===== config.mk =====
export PLATFORM = sky130hd
export DESIGN_NAME = axi_addr_arbiter
export DESIGN_NICKNAME = d
export VERILOG_FILES = /design/src/rtl/axi_addr_arbiter.sv
export SDC_FILE = /design/constraint.sdc
export NUM_CORES = 1
export LEC_CHECK = 0
export BUFFER_PORTS_ARGS = -buffer_cell sky130_fd_sc_hd__buf_2
export CAP_MARGIN = 10
export CORE_AREA = 2 2 102 104
export DETAILED_ROUTE_END_ITERATION = 10
export DIE_AREA = 0 0 104 106
export PLACE_DENSITY = 0.82
export RECOVER_POWER = 100
export SLEW_MARGIN = 40
export SYNTH_ARGS = -nofsm -noshare
export SYNTH_HDL_FRONTEND = slang
export SYNTH_SLANG_ARGS = --single-unit

===== constraint.sdc =====
create_clock -name AXI_CLK_i -period 3.9 [get_ports AXI_CLK_i]
set_clock_uncertainty 0.2 [all_clocks]
set_input_delay 0 -clock AXI_CLK_i [delete_from_list [all_inputs] [get_ports AXI_CLK_i]]
set_output_delay 0 -clock AXI_CLK_i [all_outputs]
set_load 0.05 [all_outputs]

===== src/rtl/axi_addr_arbiter.sv =====
// rtl/axi_addr_arbiter.sv - M_CNT-to-1 AXI address request arbiter with a registered output stage
// Macro AXI_ARB_RR_EN selects round-robin arbitration; fixed priority (lowest index wins) otherwise.
module axi_addr_arbiter #(
    parameter int M_CNT = 4,
    parameter int DW    = 49
) (
    input  logic                AXI_CLK_i,
    input  logic                AXI_RST_i,
    input  logic [M_CNT-1:0]    REQ_VALID_i,
    input  logic [M_CNT*DW-1:0] REQ_DATA_i,
    output logic [M_CNT-1:0]    POP_o,
    output logic [M_CNT-1:0]    GRANT_o,
    output logic [7:0]          S_ID_o,
    output logic [31:0]         S_ADDR_o,
    output logic [3:0]          S_LEN_o,
    output logic [2:0]          S_SIZE_o,
    output logic [1:0]          S_BURST_o,
    output logic                S_VALID_o,
    input  logic                S_READY_i
);
    localparam int PW = $clog2(M_CNT);

    typedef enum logic {
        ST_EMPTY = 1'b0,
        ST_HOLD  = 1'b1
    } state_t;

    state_t           r_state;
    state_t           w_state_nxt;
    logic [DW-1:0]    r_data;
    logic [M_CNT-1:0] r_grant;
    logic [PW-1:0]    w_win;
    logic             w_ld;
    logic [M_CNT-1:0] w_onehot;
    logic [DW-1:0]    w_win_data;

`ifdef AXI_ARB_RR_EN
    logic [PW-1:0]    r_ptr;

    // Search starts at the pointer and wraps, so the last winner gets lowest priority next time.
    always_comb begin
        int v_idx;
        logic v_found;
        v_idx   = 0;
        v_found = 1'b0;
        w_win   = '0;
        for (int k = 0; k < M_CNT; k++) begin
            v_idx = (int'(r_ptr) + k) % M_CNT;
            if (!v_found && REQ_VALID_i[v_idx]) begin
                v_found = 1'b1;
                w_win   = PW'(v_idx);
            end
        end
    end

    always_ff @(posedge AXI_CLK_i) begin
        if (AXI_RST_i) begin
            r_ptr <= '0;
        end else if (w_ld) begin
            r_ptr <= (w_win == PW'(M_CNT - 1)) ? '0 : w_win + 1'b1;
        end
    end
`else
    always_comb begin
        logic v_found;
        v_found = 1'b0;
        w_win   = '0;
        for (int k = 0; k < M_CNT; k++) begin
            if (!v_found && REQ_VALID_i[k]) begin
                v_found = 1'b1;
                w_win   = PW'(k);
            end
        end
    end
`endif

    // Reset gates the load so no FIFO is popped while the arbiter is being cleared.
    assign w_ld       = (|REQ_VALID_i) && ((r_state == ST_EMPTY) || S_READY_i) && !AXI_RST_i;
    assign w_onehot   = M_CNT'(1) << w_win;
    assign w_win_data = REQ_DATA_i[int'(w_win)*DW +: DW];
    assign POP_o      = w_ld ? w_onehot : '0;

    always_comb begin
        w_state_nxt = r_state;
        if (w_ld) begin
            w_state_nxt = ST_HOLD;
        end else if ((r_state == ST_HOLD) && S_READY_i) begin
            w_state_nxt = ST_EMPTY;
        end
    end

    always_ff @(posedge AXI_CLK_i) begin
        if (AXI_RST_i) begin
            r_state <= ST_EMPTY;
        end else begin
            r_state <= w_state_nxt;
        end
    end

    always_ff @(posedge AXI_CLK_i) begin
        if (AXI_RST_i) begin
            r_data  <= '0;
            r_grant <= '0;
        end else if (w_ld) begin
            r_data  <= w_win_data;
            r_grant <= w_onehot;
        end else if ((r_state == ST_HOLD) && S_READY_i) begin
            r_grant <= '0;
        end
    end

    assign S_VALID_o = (r_state == ST_HOLD);
    assign GRANT_o   = r_grant;
    assign S_ID_o    = r_data[48:41];
    assign S_ADDR_o  = r_data[40:9];
    assign S_LEN_o   = r_data[8:5];
    assign S_SIZE_o  = r_data[4:2];
    assign S_BURST_o = r_data[1:0];

endmodule


==> run metrics <==
I/O pin total=261; final setup violation count=0; Ant. Diodes=0; Final period util=76.5%; relative slew slack=37.2%; area growth from synthesis to layout=63.7%; synthesized area=3560 um^2; number of synthesized register bits=54; Hold WC Path Type=input pin to flip-flop; Multi-input gate area=2240 um^2; RR Startpoint=S_VALID_o; Slew Limit Fails=0; total CTS buffers=5; RSZ-0062 raised after global routing=no; Worst Tran Pin Value=934 ps; switching share of total power=37.6%; CP max FO=50; routed len/inst=18.2 um; Routed Antenna Nets=0; global-route wire length before repair=24700 um; core area=10000 um^2; GRT Residual Overflow=0; Worst Setup Start Kind=input pin; Leakage=2.50 nW; failing checks=hold timing; # placed instances=786; CP max stage cell=clkinv_2; Clk pwr share=18.8%; NetSw=0.628 mW; worst skew pair latency=290 ps; Cell Pwr Density=286 nW/um^2; Die Y=106 um; Post-Route WL=16200 um; CTS tree=yes; Syn Nets=644; ys flop type=dfxtp_1; status=finished, violations left; CP most frequent cell=dlygate4sd3_1; # clock sinks=54; met1 WL=6020 um; final hold violations=1; routed vias/inst=5.86; Longest Clk Path Bufs=2; Synth async-reset ratio=0%; Buf/Inv on CP=4; most common cell after layout, fill and taps aside=buf_2; Die ar.=11000 um^2; worst path cell trace=dlygate4sd3_1, clkbuf_1, clkinv_2, o221ai_1, a22o_1, dlygate4sd3_1, o22ai_1; initial antenna violation count=0; post-cts repair resize count=0; minimum clock period=2990 ps; root buffer cell=clkbuf_8; Post-route DRC=0; Internal=1.04 mW; Core Rows=37; Vias=5204; mean post-synth cell area=8.08 um^2; peak supply drop=0.149 mV; dpl hpwl=9620 um; clk slew on worst S/H paths=100 ps; vias in the first global route=5170; hold slack=-5.38 ps; Mapped Cells=441; hold path startpoint=REQ_DATA_i[158]; largest net degree at the start of global routing=58; Max-cap violations=0; GRT Resource Usage Total=27.5%; critical path class=input pin to flip-flop; Final Worst Setup Slack=915 ps; Total Nets Final=956; critical path endpoint category=flip-flop; Worst Path Arrival=2950 ps; DP Worst Slack=1550 ps; most frequent cells in the layout=buf_2 (203), dlygate4sd3_1 (96), o22ai_1 (90); TNS Setup=0 ps; Seq/Total Area, Yosys=30.3%; Comb pwr share=43.6%; Ys Warns=0; Worst path top cell family by delay=buffers and inverters; DRT iter0 DRCs=380; share of layout cells above drive strength 1=30.5%; Reg power frac=37.6%; I/O Buffers=260; Worst path max stage delay=740 ps; CP required=3860 ps; H-tree levels=2; DR WL met2=8160 um; EDFF count, synth=0; Fill cells=893; Max Freq=335 MHz; DIE WIDTH=104 um; Post-Layout Cell Count=888; Synth cell types=28; WL met3=1360 um; Initial DRT Pass Iterations=7; initial core utilization=35.6%; Tot Pwr=1.67 mW; top layer in use=met4; FF/Latch Area=1080 um^2; worst setup path start=REQ_VALID_i[1]; placer congestion estimate=0.870
[logic make-up (layout without fill, tap and decap cells)]
group | after synthesis | in the layout | synth area share [%]
AO/OA/AOI/OAI | 208 | 208 | 44.9
AND/OR/NAND/NOR | 121 | 121 | 17.5
flip-flops | 54 | 54 | 30.3
buffers and inverters | 58 | 369 | 7.20
[final cells by class]
cell class              count  share of cell area (%)
flip-flops and latches     54                    18.5
multi-input cells         329                    38.4
clock buffers               6                    1.42
well taps                 136                    2.92
inverters                   2                   0.172
repair buffers            361                    38.5
[registers in the layout (all words and copies together), names as in the netlist]
signal	flops
GRANT_o	4
S_VALID_o	1
r_data	49
[routing by layer]
layer,global-route usage (%),vias up
met5,0,-
met4,15.0,0
met3,5.21,56
met2,52.1,361
met1,28.7,2427
li1,-,2360
[power groups by stage]
stage | clock network, mW | registers [mW] | logic, mW
2_1_floorplan | 0 | 0.796 | 0.251
3_3_place_gp | 0 | 0.634 | 0.601
3_5_place_dp | 0 | 0.636 | 0.622
4_1_cts | 0.322 | 0.624 | 0.724
5_1_grt | 0.344 | 0.630 | 0.770
6_report | 0.314 | 0.626 | 0.728
[worst min-delay path: stages]
cell and delay, ps:
buf_2 100, o22ai_1 130, a22o_1 160, o22ai_1 60
[through the flow]
step	area (um^2)	util, %	hold WS, ps
floorplan	3560	-	-8.02
global placement	4840	48.4	170
detailed placement	4880	48.8	183
CTS	5920	59.2	2.17
global route	5830	58.3	8.88
finish	5830	58.3	-5.38
[synthesized netlist by cell type, drive strengths merged, types with 2 or more instances]
library cell	count	area (um^2)
nand2b	52	325
o21ai	3	15.0
inv	2	7.51
nor2	5	18.8
a21oi	6	30.0
nand2	53	199
nor4	2	18.8
buf	17	103
o22ai	98	676
a22o	49	429
dfxtp	54	1080
o221ai	49	429
nor2b	3	18.8
clkbuf	39	146
[what timing repair did]
item                                   CTS  global route
setup endpoints to repair                0             0
endpoints found under the hold margin   54             0
hold buffers                            96             0
buffers inserted                         0             0
[path summary, 6_finish.rpt]
check / end / slack, ps / cells past startpoint
max reg2reg: r_data[3] / 1690 / 3
min: r_data[11] / -5 / 4
max: r_data[28] / 910 / 7
min reg2reg: GRANT_o[2] / 280 / 2
(Power assumes the default switching activity.)
